`config.mk`:
```
export PLATFORM = sky130hd
export DESIGN_NAME = dmem_responder
export DESIGN_NICKNAME = d
export VERILOG_FILES = /design/src/rtl/dmem_responder_pkg.sv /design/src/rtl/dmem_responder_array.sv /design/src/rtl/dmem_responder.sv
export SDC_FILE = /design/constraint.sdc
export NUM_CORES = 1
export LEC_CHECK = 0
export BUFFER_PORTS_ARGS = -buffer_cell sky130_fd_sc_hd__buf_2
export CORE_ASPECT_RATIO = 1.5
export CORE_MARGIN = 3
export CORE_UTILIZATION = 61
export DETAILED_ROUTE_END_ITERATION = 12
export PLACE_DENSITY = 0.8
export SLEW_MARGIN = 25
export SYNTH_ARGS = -nofsm -noshare
export SYNTH_HDL_FRONTEND = slang
export SYNTH_SLANG_ARGS = --single-unit
```
`constraint.sdc`:
```
create_clock -name i_clk -period 2.8 [get_ports i_clk]
set_clock_uncertainty 0.15 [all_clocks]
set_input_delay 0.7 -clock i_clk [delete_from_list [all_inputs] [get_ports i_clk]]
set_output_delay 0.7 -clock i_clk [all_outputs]
set_load 0.02 [all_outputs]
```
`src/rtl/dmem_responder_pkg.sv`:
```
// Shared encodings for the data-memory responder; the core's stall logic
// imports the same state and op types.
package dmem_responder_pkg;

  typedef enum logic [1:0] {
    ST_IDLE = 2'd0,
    ST_BUSY = 2'd1,
    ST_RESP = 2'd2
  } dmem_state_e;

  typedef enum logic {
    OP_RD = 1'b0,
    OP_WR = 1'b1
  } dmem_op_e;

  // Latency counter width: one spare bit above what the longest latency needs.
  function automatic int cnt_width(input int rd_lat, input int wr_lat);
    int max_lat;
    max_lat = (rd_lat > wr_lat) ? rd_lat : wr_lat;
    return $clog2(max_lat) + 1;
  endfunction

endpackage

```
`src/rtl/dmem_responder_array.sv`:
```
// Word storage for the responder: synchronous write, registered read port,
// whole array and read register cleared synchronously on reset.
module dmem_resp_array
  import dmem_responder_pkg::*;
#(
  parameter int DATA_W = 16,
  parameter int ADDR_W = 3,
  parameter int DEPTH  = 8
) (
  input  logic              clk,
  input  logic              rst_n,
  input  logic              we,
  input  logic [ADDR_W-1:0] waddr,
  input  logic [DATA_W-1:0] wdata,
  input  logic              re,
  input  logic [ADDR_W-1:0] raddr,
  output logic [DATA_W-1:0] rdata
);

  logic [DATA_W-1:0] mem_r [DEPTH];

  // Storage and read register; rdata holds its value between reads.
  always_ff @(posedge clk) begin
    if (!rst_n) begin
      for (int i = 0; i < DEPTH; i++) begin
        mem_r[i] <= '0;
      end
      rdata <= '0;
    end else begin
      if (we) begin
        mem_r[waddr] <= wdata;
      end
      if (re) begin
        rdata <= mem_r[raddr];
      end
    end
  end

endmodule

```
`src/rtl/dmem_responder.sv`:
```
// Memory-side end of the core's load/store port: one request at a time,
// fixed read/write latency, single-cycle response pulses.
module dmem_responder
  import dmem_responder_pkg::*;
#(
  parameter int DATA_W = 16,
  parameter int ADDR_W = 3,
  parameter int DEPTH  = 8,
  parameter int RD_LAT = 2,
  parameter int WR_LAT = 1
) (
  input  logic              i_clk,
  input  logic              i_rst_n,
  input  logic              i_req_rd,
  input  logic              i_req_wr,
  input  logic [ADDR_W-1:0] i_addr,
  input  logic [DATA_W-1:0] i_wdata,
  output logic              o_ready,
  output logic              o_rvalid,
  output logic [DATA_W-1:0] o_rdata,
  output logic              o_wack,
  output logic              o_err
);

  localparam int CNT_W = cnt_width(RD_LAT, WR_LAT);
  localparam logic [CNT_W-1:0] RD_LOAD = CNT_W'(RD_LAT - 1);
  localparam logic [CNT_W-1:0] WR_LOAD = CNT_W'(WR_LAT - 1);

  dmem_state_e       state_r;
  dmem_state_e       state_s;
  logic [CNT_W-1:0]  cnt_r;
  logic [CNT_W-1:0]  cnt_s;
  dmem_op_e          op_r;
  logic [ADDR_W-1:0] addr_r;
  logic [DATA_W-1:0] wdata_r;
  logic              accept_s;
  logic              illegal_s;
  logic              commit_s;
  logic              ready_r;
  logic              rvalid_r;
  logic              wack_r;
  logic              err_r;

  // Next-state, latency countdown and per-cycle strobes.
  always_comb begin
    state_s   = state_r;
    cnt_s     = cnt_r;
    accept_s  = 1'b0;
    illegal_s = 1'b0;
    commit_s  = 1'b0;
    case (state_r)
      ST_IDLE, ST_RESP: begin
        if (i_req_rd ^ i_req_wr) begin
          accept_s = 1'b1;
          state_s  = ST_BUSY;
          cnt_s    = i_req_wr ? WR_LOAD : RD_LOAD;
        end else if (i_req_rd & i_req_wr) begin
          illegal_s = 1'b1;
          state_s   = ST_IDLE;
        end else begin
          state_s = ST_IDLE;
        end
      end
      ST_BUSY: begin
        if (cnt_r == '0) begin
          state_s  = ST_RESP;
          commit_s = 1'b1;
        end else begin
          cnt_s = cnt_r - CNT_W'(1);
        end
      end
      default: begin
        state_s = ST_IDLE;
      end
    endcase
  end

  // State, counter, request capture and registered response flags.
  always_ff @(posedge i_clk) begin
    if (!i_rst_n) begin
      state_r  <= ST_IDLE;
      cnt_r    <= '0;
      op_r     <= OP_RD;
      addr_r   <= '0;
      wdata_r  <= '0;
      ready_r  <= 1'b1;
      rvalid_r <= 1'b0;
      wack_r   <= 1'b0;
      err_r    <= 1'b0;
    end else begin
      state_r  <= state_s;
      cnt_r    <= cnt_s;
      ready_r  <= (state_s != ST_BUSY);
      rvalid_r <= commit_s & (op_r == OP_RD);
      wack_r   <= commit_s & (op_r == OP_WR);
      err_r    <= illegal_s;
      if (accept_s) begin
        op_r    <= i_req_wr ? OP_WR : OP_RD;
        addr_r  <= i_addr;
        wdata_r <= i_wdata;
      end
    end
  end

  dmem_resp_array #(
    .DATA_W (DATA_W),
    .ADDR_W (ADDR_W),
    .DEPTH  (DEPTH)
  ) u_array (
    .clk   (i_clk),
    .rst_n (i_rst_n),
    .we    (commit_s & (op_r == OP_WR)),
    .waddr (addr_r),
    .wdata (wdata_r),
    .re    (commit_s & (op_r == OP_RD)),
    .raddr (addr_r),
    .rdata (o_rdata)
  );

  assign o_ready  = ready_r;
  assign o_rvalid = rvalid_r;
  assign o_wack   = wack_r;
  assign o_err    = err_r;

endmodule
```
==> impl_metrics.csv <==
group,metric,value,unit
power_and_ir_drop,pwr-share-seq,51.7,%
logic_synthesis,synth_cells,586,
worst_setup_path,r2r_start,"cnt_r[0]",
routing,drtIter0Drc,386,
clock_tree,clk_latency,0.42,ns
timing,fin_crit,2.089,ns
timing,slew_headroom,56.52,%
clock_tree,clk_pin_slew_worst_paths,0.06,ns
worst_setup_path,crit_path_top_delay_cell,"dfxtp_1",
power_and_ir_drop,total_power,0.005736,W
global_route,overflow,0,
power_and_ir_drop,switching_share,24.87,%
final_layout,area_delta_synth_final,13.00,%
final_layout,nets,664,
clock_tree,cts_tree,"yes",
logic_synthesis,syn_avg_cell_area,12.96,sq um
hold_path,hold_end,"cnt_r[0]",
placement,post-dp-hpwl,11130,um
worst_setup_path,startpoint_type,"register",
hold_path,hp-start,"cnt_r[0]",
floorplan,core,12080,sq um
timing,period_share,74.61,%
global_route,grt_pass1_vias,4861,
logic_synthesis,ys_seq_elements,172,
timing,timing.final.max_slew_violations,0,
power_and_ir_drop,p_clk_share,39.6,%
hold_path,min_path_type,"register to register",
worst_setup_path,critPathTopFamily,"simple AND/OR/NAND/NOR gates",
placement,place_congestion,0.8347,
routing,first_pass_iters,5,
worst_setup_path,cp.arrival,2.06,ns
logic_synthesis,syn_area,7596,sq um
worst_setup_path,path_cells,"inv_1 > ha_1 > nand4b_2 > buf_4 > nor4_4 > nand2b_1 > buf_4",
clock_tree,cts_hold_buf,0,
routing,vias_per_cell,5.834,
hold_path,whs_path_depth,1,
worst_setup_path,crit_top_cell,"buf_4",
clock_tree,clk_path_buf_depth,2,
logic_synthesis,async_flop_share,0,%
floorplan,die_w,97.12,um
timing,rsz0062_at_grt,"no",
timing,finalSetupTns,0,ns
logic_synthesis,post_synth_num_cell_types,35,
clock_tree,postCtsSetupBuffers,0,
power_and_ir_drop,switchingPower,0.001426,W
logic_synthesis,synth_ff_type,"edfxtp_1",
final_layout,final_cell_mix,"128 x and2_1, 128 x edfxtp_1, 53 x nand2_1, 43 x dfxtp_1",
final_layout,antenna_cells,0,
timing,worst_slew_pin_slew,0.6484,ns
power_and_ir_drop,ir_drop,0.0004064,V
routing,wl_per_cell,20.33,um
worst_setup_path,crit_fanout,13,
routing,drt_wl_total,16360,um
logic_synthesis,synth_fp_nets,611,
run,cap_violations,0,
routing,vias,4696,
clock_tree,htreeDepth,4,
timing,timing.fmax,0.4787,GHz
status,status,"finished clean",
worst_setup_path,end_kind,"register",
timing,hold_viol,0,
worst_setup_path,rrSetupSlack,0.71,ns
routing,drc,0,
worst_setup_path,reg2reg_depth,7,
logic_synthesis,ys_seq_area_share,62.20,%
worst_setup_path,cp.required,2.77,ns
logic_synthesis,ys_warn_count,0,
clock_tree,cts.sinks,172,
floorplan,initial_core_util,62.89,%
placement,port_buffers,42,
power_and_ir_drop,internal_power,0.004310,W
worst_setup_path,path_class,"register to register",
floorplan,rows,49,
global_route,grt_pass1_wl,25390,um
floorplan,ios,43,
clock_tree,cts_buffers,17,
worst_setup_path,crit_buf_inv,3,
clock_tree,cts-root-buf,"clkbuf_16",
global_route,grt_use_total,24.40,%
power_and_ir_drop,p_per_area,668.3,nW/um^2
logic_synthesis,synth_edf_count,128,
global_route,grt_max_degree,54,
timing,setup_violations,0,
clock_tree,cts_resized,0,
final_layout,drive_gt1_share,20.40,%
floorplan,chipHeight,142.7,um
floorplan,die-area,13860,sq um
power_and_ir_drop,power_leakage,3.212,nW
power_and_ir_drop,share_comb_of_total_power,8.7,%
routing,ant_nets,0,
worst_setup_path,cpPeakStageDelay,0.33,ns
worst_setup_path,reg2reg_to,"u_array.mem_r[2][8]",
global_route,antenna_found_initial,0,
## kinds of logic (layout without fill, tap and decap cells)
logic type | after synthesis | count (layout) | share of synthesized area (%)
buffers and inverters | 41 | 107 | 3.047
muxes | 64 | 64 | 8.796
AOI/OAI and AO/OA | 87 | 87 | 7.676
DFF | 172 | 172 | 62.20
adders and majority gates | 2 | 2 | 0.3294
and+or+nand+nor | 220 | 220 | 17.95
## cell usage after synthesis (5+ instances only)
master    number  area share, %
and2_1       128             11
o22ai_1        5           0.41
edfxtp_1     128             51
nand2b_1      11           0.91
o31a_1         5           0.58
dfxtp_1       44             12
a31oi_1       11           0.91
buf_6          6           0.89
o21a_1         6           0.59
nand2_1       53            2.6
clkbuf_1      16           0.79
a21boi_0      20            2.0
nor2_1         8           0.40
o22a_1        11            1.3
o21ai_0       17            1.1
a21oi_1       11           0.72
inv_1          5           0.25
mux2i_1       42            5.5
mux2_2        22            3.3
buf_2          5           0.33
nor4_4         8            2.2
buf_4          7           0.69
## layer usage
| metal | up-vias | GRT usage [%] | wire length (um) |
|---|---|---|---|
| met3 | 47 | 4.936 | 689 |
| li1 | 2193 | - | - |
| met4 | 0 | 11.98 | 709 |
| met1 | 2310 | 27.27 | 6182 |
| met2 | 146 | 44.40 | 8780 |
| met5 | - | 0 | 0 |
## worst max path at each step
| stage | slack [ns] | start | end | cells past startpoint |
|---|---|---|---|---|
| 4_1_cts | 0.71 | cnt_r[0] | u_array.mem_r[2][8] | 7 |
| 5_1_grt | 0.58 | cnt_r[0] | u_array.mem_r[2][3] | 7 |
| 2_1_floorplan | 0.43 | i_rst_n | u_array.mem_r[3][0] | 4 |
| 6_report | 0.71 | cnt_r[0] | u_array.mem_r[2][8] | 7 |
| 3_5_place_dp | 0.52 | i_rst_n | u_array.mem_r[2][7] | 6 |
| 3_3_place_gp | 0.58 | i_rst_n | u_array.mem_r[2][2] | 6 |
## final cells by class
cell class	count	area, sq um
Clock buffer	19	442.9
Fill cell	786	3495
Timing Repair Buffer	69	425.4
Clock inverter	13	132.6
Multi-Input combinational cell	373	2640
Inverter	6	22.52
Tap cell	153	191.4
Sequential cell	172	4728
## worst reg2reg max path, stage by stage, from the launching register on
cell	delay, ns
dfxtp_1	0.33
inv_1	0.06
ha_1	0.21
nand4b_2	0.14
buf_4	0.19
nor4_4	0.22
nand2b_1	0.24
buf_4	0.25
## power groups by stage
stage	combinational [W]	clock, W	sequential (W)
2_1_floorplan	0.000324	0	0.00299
3_3_place_gp	0.000487	0	0.00301
6_report	0.000499	0.00227	0.00296
4_1_cts	0.000503	0.00229	0.00296
5_1_grt	0.000540	0.00239	0.00298
3_5_place_dp	0.000501	0	0.00302
## flip-flops by register name, summed over array words and instances (netlist names)
register / count
u_array.mem_r: 128
u_array.rdata: 16
wdata_r: 16
addr_r: 3
cnt_r: 2
state_r: 2
o_err: 1
o_ready: 1
o_rvalid: 1
o_wack: 1
op_r: 1
## through the flow
step	std cells	hold WS [ns]	cell area (sq um)	utilization [%]	setup WS, ns
2_1_floorplan	586	0.2852	7596	-	0.4251
3_3_place_gp	773	0.2988	8008	66.30	0.5807
3_5_place_dp	773	0.3240	8008	66.30	0.5207
4_1_cts	805	0.3460	8583	71.07	0.7099
5_1_grt	805	0.3596	8583	71.07	0.5837
6_report	805	0.3430	8583	71.07	0.7110
Note: power is estimated with default switching activity, not from simulation.
